==> config.mk <==
export PLATFORM = sky130hd
export DESIGN_NAME = float_norm_round
export DESIGN_NICKNAME = d
export VERILOG_FILES = /design/src/rtl/float_norm_round.sv
export SDC_FILE = /design/constraint.sdc
export NUM_CORES = 1
export LEC_CHECK = 0
export BUFFER_PORTS_ARGS = -buffer_cell sky130_fd_sc_hd__clkbuf_2
export CAP_MARGIN = 30
export CORE_MARGIN = 10
export CORE_UTILIZATION = 58
export DETAILED_ROUTE_END_ITERATION = 7
export PLACE_DENSITY = 0.88
export SLEW_MARGIN = 20
export SYNTH_ARGS = -nofsm -noshare
export SYNTH_HDL_FRONTEND = slang
export SYNTH_SLANG_ARGS = --single-unit
==> constraint.sdc <==
create_clock -name clk -period 3.3 [get_ports clk]
set_input_delay 0.165 -clock clk [delete_from_list [all_inputs] [get_ports clk]]
set_output_delay 0.165 -clock clk [all_outputs]
set_load 0.02 [all_outputs]
==> src/rtl/float_norm_round.sv <==
`timescale 1ns/1ps
// -----------------------------------------------------------------------------
// float_norm_round
//
// Normalise-and-round back end for a single-precision floating-point adder.
// Takes the raw sum from the adder stage and turns it into an IEEE-754 single
// result:
//   - a carry out of the hidden bit is fixed with one right shift;
//   - leading zeros are removed with one left shift per cycle;
//   - the result is rounded to nearest-even;
//   - overflow goes to infinity; anything that would go subnormal is flushed
//     to a signed zero.
// One operand is in flight at a time, with valid/ready on both sides.
//
// Ports
//   clk        : clock, rising edge
//   rst_n      : asynchronous active-low reset
//   in_valid   : raw sum present from the adder stage
//   in_ready   : block can accept an operand (IDLE only)
//   in_sign    : sign of the raw sum
//   in_exp     : biased exponent of the raw sum
//   in_mant    : {carry, hidden, frac[22:0], guard, sticky}
//   out_valid  : out_res and the flags are valid (DONE only)
//   out_ready  : downstream takes the result
//   out_res    : IEEE-754 single result
//   out_zero   : result is a signed zero
//   out_ovf    : result overflowed to infinity
//   out_unf    : result underflowed and was flushed to zero
// -----------------------------------------------------------------------------
module float_norm_round (
   input  logic        clk,
   input  logic        rst_n,
   input  logic        in_valid,
   output logic        in_ready,
   input  logic        in_sign,
   input  logic [7:0]  in_exp,
   input  logic [26:0] in_mant,
   output logic        out_valid,
   input  logic        out_ready,
   output logic [31:0] out_res,
   output logic        out_zero,
   output logic        out_ovf,
   output logic        out_unf
);

   typedef enum logic [1:0] {
      IDLE,
      SHIFT,
      ROUND,
      DONE
   } state_t;

   state_t state;
   state_t state_next;

   // armed stays low during reset and goes high on the first edge after it
   // is released. This keeps in_ready low while reset is asserted, even
   // though the state register already holds IDLE.
   logic              armed;
   logic              sign_r;
   logic signed [9:0] exp_r;
   logic [26:0]       mant_r;
   logic [31:0]       res_r;
   logic              zero_r;
   logic              ovf_r;
   logic              unf_r;

   logic        accept;
   logic        in_is_zero;
   logic        carry;
   logic        hidden;
   logic        exp_is0;
   logic        exp_le1;
   logic        flush;
   logic        rnd_inc;
   logic        rnd_co;
   logic [22:0] rnd_frac_sum;
   logic signed [9:0] rnd_exp;
   logic [22:0] rnd_frac;
   logic        rnd_ovf;

   assign accept     = (state == IDLE) && armed && in_valid;
   assign in_is_zero = (in_mant[26:1] == 26'd0);
   assign carry      = mant_r[26];
   assign hidden     = mant_r[25];
   assign exp_is0    = (exp_r == 10'sd0);
   assign exp_le1    = (exp_r <= 10'sd1);

   // Flush to zero once the value can no longer be normal. A hidden bit with
   // exponent 0 is already subnormal. With no hidden bit and exponent <= 1,
   // another left shift would push the exponent below 1.
   assign flush = !carry && ((hidden && exp_is0) || (!hidden && exp_le1));

   // Round to nearest-even on {hidden, frac}. ROUND is only reached with
   // hidden = 1, so a carry out of the 23-bit fraction is the same as a carry
   // out of the full significand. That carry means the significand became
   // 10.000..., so the fraction goes to 0 and the exponent goes up by 1.
   always_comb begin
      rnd_inc                = mant_r[1] & (mant_r[0] | mant_r[2]);
      {rnd_co, rnd_frac_sum} = {1'b0, mant_r[24:2]} + {23'd0, rnd_inc};
      rnd_exp                = rnd_co ? (exp_r + 10'sd1) : exp_r;
      rnd_frac               = rnd_co ? 23'd0 : rnd_frac_sum;
      rnd_ovf                = (rnd_exp >= 10'sd255);
   end

   // State register. Reset is asynchronous and may land mid-operation, in
   // which case the in-flight operand is dropped.
   always_ff @(posedge clk or negedge rst_n) begin
      if (!rst_n) begin
         state <= IDLE;
      end else begin
         state <= state_next;
      end
   end

   // Next-state logic. SHIFT makes exactly one normalisation step per cycle.
   // A right shift always goes straight on to ROUND. A left shift stays in
   // SHIFT until the hidden bit is 1 or the value has to be flushed.
   always_comb begin
      state_next = state;
      case (state)
         IDLE: begin
            if (accept) begin
               state_next = in_is_zero ? DONE : SHIFT;
            end
         end
         SHIFT: begin
            if (carry) begin
               state_next = ROUND;
            end else if (flush) begin
               state_next = DONE;
            end else if (hidden) begin
               state_next = ROUND;
            end else begin
               state_next = SHIFT;
            end
         end
         ROUND: begin
            state_next = DONE;
         end
         DONE: begin
            if (out_ready) begin
               state_next = IDLE;
            end
         end
         default: begin
            state_next = IDLE;
         end
      endcase
   end

   // Datapath registers. Each state updates only the fields it owns, so
   // out_res and the flags written on entry to DONE stay stable while
   // downstream stalls.
   always_ff @(posedge clk or negedge rst_n) begin
      if (!rst_n) begin
         armed  <= 1'b0;
         sign_r <= 1'b0;
         exp_r  <= 10'sd0;
         mant_r <= 27'd0;
         res_r  <= 32'd0;
         zero_r <= 1'b0;
         ovf_r  <= 1'b0;
         unf_r  <= 1'b0;
      end else begin
         armed <= 1'b1;
         case (state)
            IDLE: begin
               if (accept) begin
                  sign_r <= in_sign;
                  exp_r  <= $signed({2'b00, in_exp});
                  mant_r <= in_mant;
                  ovf_r  <= 1'b0;
                  unf_r  <= 1'b0;
                  if (in_is_zero) begin
                     res_r  <= {in_sign, 31'd0};
                     zero_r <= 1'b1;
                  end else begin
                     res_r  <= 32'd0;
                     zero_r <= 1'b0;
                  end
               end
            end
            SHIFT: begin
               if (carry) begin
                  // The bit shifted out joins the sticky bit, so rounding
                  // still sees that something below guard was nonzero.
                  mant_r <= {1'b0, mant_r[26:2], mant_r[1] | mant_r[0]};
                  exp_r  <= exp_r + 10'sd1;
               end else if (flush) begin
                  res_r  <= {sign_r, 31'd0};
                  zero_r <= 1'b1;
                  unf_r  <= 1'b1;
               end else if (!hidden) begin
                  mant_r <= {mant_r[25:0], 1'b0};
                  exp_r  <= exp_r - 10'sd1;
               end
            end
            ROUND: begin
               if (rnd_ovf) begin
                  res_r <= {sign_r, 8'hFF, 23'd0};
                  ovf_r <= 1'b1;
               end else begin
                  res_r <= {sign_r, rnd_exp[7:0], rnd_frac};
               end
            end
            default: begin
            end
         endcase
      end
   end

   assign in_ready  = (state == IDLE) && armed;
   assign out_valid = (state == DONE);
   assign out_res   = res_r;
   assign out_zero  = zero_r;
   assign out_ovf   = ovf_r;
   assign out_unf   = unf_r;

endmodule

## Yosys cells after proc, flatten, opt, wreduce, memory -nomap -nowiden

Cells that the tools add are included.

- Flip-flop bits (word level): 76
- Bits in latches: 0
- RAM bits: 0
- Bits in read-only memories: 0
- Input port bits: 40
- Logic and storage cells: 85
- Memories kept: 0

- Add/sub/neg operators: 3
- Multiply operators: 0
- Divide/modulo/power cells: 0
- $lt $le $gt $ge: 2
- Equality and inequality tests: 10
- Shift operators: 0
- Muxes and demuxes: 34
- Bitwise gates (word level): 3
- Reduce and logical (&&, ||, !) cells: 22

Operators by type and width:

| operator | count |
|---|---|
| 32-bit 2-to-1 mux | 4 |
| 32-bit case mux with 3 select lines | 1 |
| 26-bit 2-to-1 mux | 3 |
| 27-bit case mux with 2 select lines | 1 |
| 10-bit 2-to-1 mux | 5 |
| 31-bit 2-to-1 mux | 1 |
| 27-bit 2-to-1 mux | 1 |
| 26-bit zero test | 1 |
| 23-bit by 1-bit adder with 24-bit output | 1 |
| 23-bit 2-to-1 mux | 1 |
| 10-bit case mux with 2 select lines | 1 |
| 2-bit 2-to-1 mux | 6 |
| 4-bit AND reduction | 3 |
| 10-bit by 2-bit adder with 10-bit output (second input constant) | 1 |
| 10-bit by 9-bit >= comparator with 1-bit output (second input constant) | 1 |
| 10-bit by 2-bit less-or-equal comparator with 1-bit output (second input constant) | 1 |
| 10-bit zero test | 1 |
| 10-bit by 2-bit subtractor with 10-bit output (second input constant) | 1 |
| 2-bit != test (second input constant) | 4 |
| 2-bit case mux with 4 select lines | 1 |
| 1-bit 2-to-1 mux | 6 |
| 3-bit != test (second input constant) | 2 |
| 1-bit case mux with 2 select lines | 3 |
| 2-bit AND reduction | 3 |
| other kinds (12) | 21 |

## Logic depth before layout (Yosys ltp)

Gate-level depths: netlist (run 1).

- Depth in word-level cells: 7
- Mapped depth: 11

## Worst setup path before layout (run 1)

No wires, ideal clock.

- Path type: register to register
- Start point: register exp_r[5]
- End point: register res_r[10], in the netlist out_res[10]
- Library setup time: 126 ps
- Data arrival time: 2224 ps
- Data required time: 3174 ps
- Slack: 950 ps
- Cell stages (with the launch flop): 11
- Path buffers: 4
- Cells stage by stage: dfrtp_1 > buf_2 > or3_1 > buf_2 > o41ai_4 > nand2_1 > a221o_1 > buf_6 > buf_1 > nand2_1 > o31ai_2

- Longest elaborated chain between the ends: 6
- Elaborated cells on any way between the ends: 13
- Classes of those cells: 1 x add/sub; 2 x order compare; 1 x eq/ne; 3 x mux; 6 x reduce/logical

Ends and longest elaborated chain:

| item | line | text |
|---|---|---|
| start: declaration | 61 | `logic signed [9:0] exp_r;` |
| start signal: assignment | 171 | `exp_r <= $signed({2'b00, in_exp});` |
| start signal: assignment | 189 | `exp_r <= exp_r + 10'sd1;` |
| start signal: assignment | 196 | `exp_r <= exp_r - 10'sd1;` |
| parallel branches: the longest is 6 deep, another holds 10-bit by 2-bit adder with 10-bit output | -- |  |
| end signal: assignment | 176 | `res_r <= {in_sign, 31'd0};` |
| end signal: assignment | 191 | `res_r <= {sign_r, 31'd0};` |
| end signal: assignment | 201 | `res_r <= {sign_r, 8'hFF, 23'd0};` |
| end: declaration | 63 | `logic [31:0] res_r;` |

Several ways; the timed one is not identified.
A chain may end at the register's enable or synchronous reset.

## Final worst setup path (run 1)

- Start point: register exp_r[6]
- End point: register res_r[10], in the netlist out_res[10]

The elaborated chain is that of the path after synthesis.

==> impl_metrics.yaml, run 1 <==
status:
  status: "finished clean"
floorplanning:
  initial_utilization_pct: 60.2
  ios: 77
  num_rows: 33
  core-area_sq_um: 8340
  die_height_microns: 113
  die_area_sq_um: 12800
  fp.dieW_microns: 113
placement:
  placed_cells: 745
  dp_hpwl_microns: 9810
  globalplace.congestion: 0.977
  port_buffers: 76
route:
  drc: 0
  ant_nets: 0
  first_pass_iters: 8
  via_count: 4811
  wl_met1_microns: 5870
  drt_wl_total_microns: 13600
  route.met2.wl_microns: 6170
  drtIter0Drc: 544
  top_layer: "met4"
  wl_met3_microns: 1360
  drt-wirelength-per-cell_microns: 17.9
  post_drt_via_cell_ratio: 6.31
yosys:
  yosys-top-cells-area: "dfrtp_1, nand2_1, o21ai_0"
  synth_area_sq_um: 5020
  synth-edff-count: 0
  synth-main-ff-cell: "dfrtp_1"
  synth.most_common_cell: "nand2_1"
  synth_fp_nets: 654
  synthCells: 604
  synth.top_cell.area_share_pct: 37.9
  yosysSeqAreaShare_pct: 37.9
  synthTopCellsByCount: "nand2_1, dfrtp_1, o21ai_0"
  ys_seq_elements: 76
  yosysTopAreaCell: "dfrtp_1"
  ys_types: 58
  avgSynthCellArea_sq_um: 8.32
  async_flop_share_pct: 100
  ys_warn_count: 0
cells_and_area:
  area_growth_pct: 12.3
  num-nets-final: 703
  drive_gt1_share_pct: 19.9
  n_fill_cell: 715
  diodes: 0
  fin_cells: 762
  final_util_pct: 67.6
clock_tree:
  htreeDepth: 3
  cts_made_buffers: 9
  clk_path_buf_depth: 2
  cts_setup_buffers: 0
  tritoncts: "done"
  clock_latency_ns: 0.36
  cts.sinks: 76
  clockRootBuffer: "clkbuf_8"
  cts_resized: 0
  clk_pin_slew_ns: 0.08
  ctsHoldBuffers: 1
job:
  drv_cap: 0
sta:
  max_slew_margin_pct: 37.5
  fmax_mhz: 356
  period_needed_ns: 2.81
  rsz0062_at_grt: "no"
  clock_skew_ns: 0.0103
  setup_viol: 0
  holdWs_ns: 0.0684
  tns_ns: 0
  fin_crit_sh_pct: 85.2
  finalMaxSlewViolations: 0
  max_slew.worst_pin.slew_ns: 0.937
  hold_violations: 0
global_route:
  globalRouteTotalUtil_pct: 20.8
  grt_pass1_vias: 4467
  grt_overflow: 0
  antenna_found_initial: 0
  grt_pass1_wl_microns: 22500
  grt_max_degree: 77
setup_path:
  critPathCaptureType: "flip-flop"
  required_ns: 3.56
  crit_path_max_fanout: 49
  critical_path.slowest_cell: "or3_1"
  startpoint_type: "flip-flop"
  cp_cell_sequence: "or3_1 -> o41ai_4 -> nand2_1 -> a221o_2 -> buf_4 -> o31ai_2"
  critical-path-max-stage-delay_ns: 0.54
  critPathArrivalTime_ns: 3.07
  path_class: "flip-flop to flip-flop"
power:
  ir_drop_uv: 954
  p_leak_uw: 0.00242
  power_density_nw_per_um2: 1000
min_path:
  min_path_type: "input port to flip-flop"
==> final timing paths <==
kind / startpoint / endpoint / cells past startpoint / slack [ns]
hold / removal: in_sign / sign_r / 2 / 0.07
max in group asynchronous: rst_n / out_res[26] / 3 / 2.47
setup / recovery: exp_r[6] / out_res[10] / 6 / 0.49
hold reg to reg: out_res[17] / out_res[17] / 2 / 0.48
min in group asynchronous: rst_n / mant_r[13] / 2 / 0.26
setup reg to reg: exp_r[6] / out_res[10] / 6 / 0.49
==> metal layers <==
metal	vias to the layer above	global-route usage, %
met2	268	31.3
met3	28	4.44
li1	2276	-
met4	0	6.68
met5	-	0
met1	2239	29.1
==> through the flow <==
stage	worst slack (ns)	total power [uW]	cell area, sq um
2_1_floorplan	0.950	4120	5020
3_3_place_gp	0.635	4740	5410
3_5_place_dp	0.533	4900	5410
4_1_cts	0.518	5610	5610
5_1_grt	0.278	6100	5640
6_report	0.489	5650	5640
==> worst max-delay path: cells and delay by family, from the launching register on <==
kind | cells | cell delay (ns)
compound gates | 3 | 1.21
buf+inv | 1 | 0.33
flops | 1 | 0.52
simple gates | 2 | 0.63
==> state kept, by name, summed over array words and instances, names as in the netlist <==
signal / flops
sign_r: 1
state: 2
out_unf: 1
exp_r: 10
out_ovf: 1
out_res: 32
out_zero: 1
mant_r: 27
armed: 1
==> layout by cell type (no fill, tap or decap), types with 3 or more instances in the layout <==
master / count
a21oi_1: 26
a22o_1: 6
a31oi_1: 3
and2_1: 4
and3_1: 3
buf_4: 12
clkbuf_2: 75
clkbuf_8: 9
clkinvlp_4: 3
dfrtp_1: 76
ha_1: 9
inv_1: 31
mux2_1: 3
nand2_1: 104
nand3_1: 16
nand4_1: 15
nor2_1: 33
nor3_1: 13
nor4_1: 13
o211ai_1: 4
o21ai_0: 66
o221ai_1: 6
o22a_1: 6
o22ai_1: 3
o311ai_0: 18
o31ai_1: 11
o31ai_2: 17
xnor2_1: 21
xor2_1: 7
==> power by group <==
group / switching (uW) / total (uW) / internal [uW]
clock: 363 / 708 / 345
sequential: 490 / 1810 / 1320
combinational: 2060 / 3130 / 1070
total: 2910 / 5650 / 2740
==> cells by family (layout without fill, tap and decap cells) <==
logic type,after synthesis,after routing,synth area share [%]
simple gates,216,216,20.2
compound gates,183,183,26.3
buf+inv,84,137,6.95
other cells,1,1,0.0747
fa+ha+maj,10,10,2.49
xor+xnor,28,28,4.88
flops,76,76,37.9
mux,6,6,1.30
==> cell type report <==
cell class | instances | area (sq um) | area share (%)
clock inverter | 6 | 66.3 | 1.18
inverter | 32 | 120 | 2.13
timing repair buffer | 90 | 523 | 9.27
clock buffer | 9 | 124 | 2.20
tap | 105 | 131 | 2.33
sequential | 76 | 1900 | 33.7
multi-input combinational | 444 | 2780 | 49.2
Note: power is estimated with default switching activity, not from simulation.
==> inputs of run 2 (changes only) <==
--- a/config.mk
+++ b/config.mk
@@ -7,8 +7,9 @@
 export LEC_CHECK = 0
 export BUFFER_PORTS_ARGS = -buffer_cell sky130_fd_sc_hd__clkbuf_2
 export CAP_MARGIN = 30
-export CORE_MARGIN = 10
+export CORE_MARGIN = 1.5
 export CORE_UTILIZATION = 58
+export CTS_BUF_LIST = sky130_fd_sc_hd__clkbuf_16
 export DETAILED_ROUTE_END_ITERATION = 7
 export PLACE_DENSITY = 0.88
 export SLEW_MARGIN = 20
==> run 2 against run 1 <==
Critical path depth is the same. Global-route usage up 9.7 points. Worst setup slack improved by 0.044 ns. Count of clock-buffer cells in the layout is the same. Design area rose by 2.4%. Critical path type unchanged. Largest cell class unchanged. Largest power group unchanged.
==> impl_metrics.yaml, run 2 (synthesis gave the netlist of run 1 again) <==
power:
  switching_share_pct: 49.7
  p_leak_uw: 0.00249
  internal-power_uw: 3010
  power_density_nw_per_um2: 1040
  ir_drop_uv: 1200
  seqPwrFrac_pct: 29.6
  p_sw_uw: 2980
  p_clk_share_pct: 17.1
  p_comb_share_pct: 53.3
sta:
  fin_ws_ns: 0.533
  hold_violations: 0
  clock_skew_ns: 0.00778
  fin_crit_sh_pct: 83.9
  finalMaxSlewViolations: 0
  period_needed_ns: 2.77
  tns_ns: 0
  setup_viol: 0
  max_slew_margin_pct: 35.9
  fmax_mhz: 361
  max_slew.worst_pin.slew_ns: 0.961
  rsz0062_at_grt: "no"
route:
  post_drt_via_cell_ratio: 6.34
  drtIter0Drc: 550
  drt-wirelength-per-cell_microns: 17.1
  via_count: 4851
  drt_wl_total_microns: 13100
  ant_nets: 0
  first_pass_iters: 7
  drc: 0
setup_path:
  rr_startpoint: "exp_r[8]"
  critPathArrivalTime_ns: 3.01
  worstRegToRegCells: 6
  required_ns: 3.54
  cp-startpoint: "exp_r[8]"
  worst-r2r-setup-slack_ns: 0.53
  crit_path_max_fanout: 49
  startpoint_type: "flip-flop"
  endpoint: "out_res[8]"
  critPathCaptureType: "flip-flop"
  path_class: "flip-flop to flip-flop"
  regToRegEndpoint: "out_res[8]"
global_route:
  grt_overflow: 0
  grt_max_degree: 77
  antenna_found_initial: 0
  globalRouteTotalUtil_pct: 30.5
  grt_pass1_wl_microns: 21600
  grt_pass1_vias: 4359
cells_and_area:
  area_growth_pct: 15.0
  num-nets-final: 705
  diodes: 0
  mostFrequentLayoutCell: "nand2_1"
  drive_gt1_share_pct: 20.3
  layout_common_cells: "nand2_1, dfrtp_1, clkbuf_2"
  largest_reg_flops: 32
floorplanning:
  num_rows: 33
  core-area_sq_um: 8300
  initial_utilization_pct: 60.5
  fp.dieW_microns: 96.1
  die_height_microns: 96.1
  ios: 77
  die_area_sq_um: 9230
clock_tree:
  clk_pin_slew_ns: 0.06
  cts_resized: 0
  htreeDepth: 3
  clock_latency_ns: 0.34
  cts_made_buffers: 9
  clockRootBuffer: "clkbuf_16"
  clk_path_buf_depth: 2
  tritoncts: "done"
  ctsHoldBuffers: 0
  cts_setup_buffers: 0
  cts.sinks: 76
status:
  status: "finished clean"
job:
  drv_cap: 0
min_path:
  hold_depth: 2
  min_path_type: "input port to flip-flop"
placement:
  dpl_worst_slack_ns: 0.554
  dp_hpwl_microns: 9210
  globalplace.congestion: 0.990
  port_buffers: 76
run 2: cell types whose count changed in the layout (fill, tap and decap cells not counted), sizes merged:
cell      previous run  this run
buf                 14        16
inv                 31        34
clkinv               3         2
clkinvlp             3         2
run 2: cell type report:
class	count	area [sq um]
clock buffer	9	225
clock inverter	7	82.6
fill	640	2520
inverter	32	120
multi-input combinational	444	2780
sequential	76	1900
tap	105	131
timing repair buffer	92	538
run 2: per-layer routing:
metal / vias to the layer above / wire (microns) / track usage (%)
met4: 0 / 274 / 8.95
li1: 2283 / - / -
met1: 2260 / 5660 / 42.7
met5: - / 0 / 0
met2: 267 / 6000 / 47.8
met3: 41 / 1140 / 5.92
run 2: worst max-delay path, stage by stage, from the launching register on:
cell	delay, ns
dfrtp_1	0.47
or4_1	0.65
o41ai_4	0.29
nand2_1	0.09
a221o_2	0.50
buf_4	0.33
o31ai_2	0.32
run 2: through the flow:
step	power [uW]	utilization [%]	area, sq um	hold slack [ns]	cells
after floorplan	4120	-	5020	-0.131	604
after global placement	4770	65.4	5430	0.369	747
after detailed placement	4900	65.4	5430	0.379	747
after CTS	5940	69.1	5740	0.0185	763
after global routing	6440	69.6	5770	0.0845	765
final	5990	69.6	5770	0.0772	765
run 2: power by group through the flow:
stage	logic (uW)	registers (uW)	clock network (uW)
2_1_floorplan	2360	1770	0
3_3_place_gp	3020	1750	0
3_5_place_dp	3120	1780	0
4_1_cts	3140	1770	1030
5_1_grt	3520	1840	1080
6_report	3190	1770	1020
run 2: worst min-delay path by stage:
stage | start | to
floorplan | rst_n | armed
detailed placement | rst_n | mant_r[6]
global placement | rst_n | mant_r[5]
finish | in_sign | sign_r
CTS | rst_n | mant_r[6]
global route | in_sign | sign_r
==> inputs of run 3 (changes only) <==
--- a/config.mk
+++ b/config.mk
@@ -5,6 +5,7 @@
 export SDC_FILE = /design/constraint.sdc
 export NUM_CORES = 1
 export LEC_CHECK = 0
+export ABC_AREA = 1
 export BUFFER_PORTS_ARGS = -buffer_cell sky130_fd_sc_hd__clkbuf_2
 export CAP_MARGIN = 30
 export CORE_MARGIN = 1.5
==> constraint.sdc (replaced) <==
create_clock -name clk -period 2.63 [get_ports clk]
set_input_delay 0.1315 -clock clk [delete_from_list [all_inputs] [get_ports clk]]
set_output_delay 0.1315 -clock clk [all_outputs]
set_load 0.02 [all_outputs]
==> run 3 against run 2 <==
Sequential cell count did not move. Count of clock-buffer cells in the layout did not move. First-iteration DRC count fell by 21%. Wire length rose by 7.5%. Clock skew rose by 0.0014 ns. Register-to-register slack got worse by 0.32 ns. Sequential power rose by 26%. Worst hold slack got worse by 0.014 ns. Non-clock buffer count fell by 4. Combinational power rose by 17%.
==> impl_metrics.yaml, run 3 <==
sta:
  rsz0062_at_grt: "no"
  finalMaxSlewViolations: 0
  max_slew_margin_pct: 58.1
  clock_skew_ns: 0.00918
  period_needed_ns: 2.41
  setup_viol: 0
  hold_violations: 0
  fmax_mhz: 415
  max_slew.worst_pin.slew_ns: 0.628
  tns_ns: 0
  fin_crit_sh_pct: 91.7
  fin_ws_ns: 0.218
route:
  drt-wirelength-per-cell_microns: 16.4
  first_pass_iters: 5
  drtIter0Drc: 433
  drc: 0
  drt_wl_total_microns: 14100
  ant_nets: 0
  via_count: 5139
  post_drt_via_cell_ratio: 5.98
clock_tree:
  cts.sinks: 76
  clockRootBuffer: "clkbuf_16"
  htreeDepth: 3
  tritoncts: "done"
  cts_made_buffers: 9
  clk_pin_slew_ns: 0.06
  cts_setup_buffers: 0
  clock_latency_ns: 0.34
  clk_path_buf_depth: 2
floorplanning:
  ios: 77
  initial_utilization_pct: 60.5
  die_height_microns: 96.0
  num_rows: 33
  fp.dieW_microns: 96.0
  core-area_sq_um: 8300
  die_area_sq_um: 9220
setup_path:
  path_class: "flip-flop to flip-flop"
  rr_startpoint: "exp_r[0]"
  crit_path_max_fanout: 12
  worst-r2r-setup-slack_ns: 0.22
  worstRegToRegCells: 10
  critPathArrivalTime_ns: 2.66
  critPathCaptureType: "flip-flop"
  startpoint_type: "flip-flop"
  required_ns: 2.88
  regToRegEndpoint: "out_res[13]"
power:
  power_density_nw_per_um2: 1220
  switching_share_pct: 50.8
  ir_drop_uv: 784
  p_sw_uw: 3600
  p_leak_uw: 0.00277
  p_clk_share_pct: 16.0
  internal-power_uw: 3490
  power_uw: 7100
  p_comb_share_pct: 52.5
  seqPwrFrac_pct: 31.5
yosys:
  async_flop_share_pct: 100
  ys_types: 43
  synth.top_cell.area_share_pct: 37.9
  synthTopCellsByCount: "nand2_1, o21ai_0, dfrtp_1"
  ys_seq_elements: 76
  synthCells: 680
  ys_warn_count: 0
  avgSynthCellArea_sq_um: 7.38
  synth_area_sq_um: 5020
  synth.most_common_cell: "nand2_1"
  yosys-top-cells-area: "dfrtp_1, nand2_1, o21ai_0"
  synth-edff-count: 0
  yosysSeqAreaShare_pct: 37.9
  synth_fp_nets: 730
  yosysTopAreaCell: "dfrtp_1"
  synth-main-ff-cell: "dfrtp_1"
global_route:
  grt_overflow: 0
  busiest_layer: "met2"
  globalRouteTotalUtil_pct: 31.5
  grt_max_degree: 77
  grt_pass1_vias: 4816
  grt_pass1_wl_microns: 22300
  antenna_found_initial: 0
  use_met1_pct: 39.9
  met3_usage_pct: 7.42
  met2_usage_pct: 50.9
cells_and_area:
  seq_area_sq_um: 1900
  multiInputGateArea_sq_um: 2760
  n_fill_cell: 676
  area_growth_pct: 15.8
  diodes: 0
  layout_common_cells: "nand2_1, o21ai_0, dfrtp_1"
  num-nets-final: 799
  drive_gt1_share_pct: 22.8
  mostFrequentLayoutCell: "nand2_1"
  largest_reg_flops: 32
placement:
  port_buffers: 76
  dp_hpwl_microns: 9780
  globalplace.congestion: 0.952
  dpl_worst_slack_ns: 0.205
min_path:
  worstHoldEndpoint: "mant_r[26]"
  min_path_type: "input port to flip-flop"
  holdCritStartpoint: "in_mant[26]"
  hold_depth: 3
status:
  status: "finished clean"
job:
  drv_cap: 0
[run 3: changes by cell type in the layout (fill, tap and decap cells not counted), sizes merged, moves of 9 or more]
cell    before  now
nor2        34   52
nand3       16   40
inv         34   61
o311ai      18    2
nand4       16    7
xnor2       21    3
o21ai       66  102
nand2      104  207
o31ai       28    1
[run 3: cell families after synthesis]
logic type	after synthesis	synth area share, %
buffers and inverters	92	7.71
AOI/OAI and AO/OA	153	18.8
xor gates and xnor gates	12	2.09
muxes	2	0.424
adders and majority gates	10	2.49
other	1	0.0747
DFF	76	37.9
and+or+nand+nor	334	30.5
[run 3: layout make-up]
class,count,share of cell area (%)
multi-input cells,513,47.5
flip-flops and latches,76,32.7
repair buffers,88,8.96
inverters,61,3.94
clock buffers,9,3.88
well taps,105,2.26
clock inverters,7,0.732
[run 3: what timing repair did]
action | 4_1_cts | 5_1_grt
hold endpoints to repair | 51 | 0
hold buffers | 1 | 0
resized for setup | 0 | 4
endpoints found under the setup margin | 0 | 5
[run 3: worst max-delay path, cell delays in order, from the launching register on]
cell and delay [ns]:
dfrtp_1 0.51, inv_1 0.25, ha_1 0.26, o21ai_1 0.09, nand2_1 0.10, nand2_1 0.09
o21ai_2 0.08, nand2_2 0.20, nor2_4 0.28, nand3_4 0.24, o21ai_0 0.21
[run 3: worst max path at each step]
stage / from / end / slack [ns] / depth (start not counted)
floorplan: state[1] / out_res[3] / 0.64 / 13
global placement: mant_r[1] / out_res[22] / 0.32 / 10
detailed placement: mant_r[1] / out_res[22] / 0.20 / 10
CTS: mant_r[1] / out_res[22] / 0.19 / 10
global route: exp_r[0] / out_res[14] / 0.01 / 9
finish: exp_r[0] / out_res[13] / 0.22 / 10
[run 3: routing by layer]
layer | wire, microns | share of wire [%]
met5 | 0 | 0
met2 | 6720 | 48
met4 | 474 | 3.4
met1 | 5530 | 39
met3 | 1330 | 9.4
[run 3: through the flow]
step / hold slack, ns / utilization (%) / cell area (sq um) / std cells
2_1_floorplan: -0.164 / - / 5020 / 680
3_3_place_gp: 0.322 / 66.0 / 5470 / 840
3_5_place_dp: 0.338 / 66.0 / 5470 / 840
4_1_cts: 0.0564 / 69.3 / 5750 / 857
5_1_grt: 0.0627 / 70.0 / 5810 / 859
6_report: 0.0627 / 70.0 / 5810 / 859
[run 3: power groups by stage]
stage	registers, uW	clock network [uW]	logic (uW)
2_1_floorplan	2240	0	2490
3_3_place_gp	2190	0	3480
3_5_place_dp	2230	0	3580
4_1_cts	2210	1140	3620
5_1_grt	2300	1200	4100
6_report	2230	1130	3730
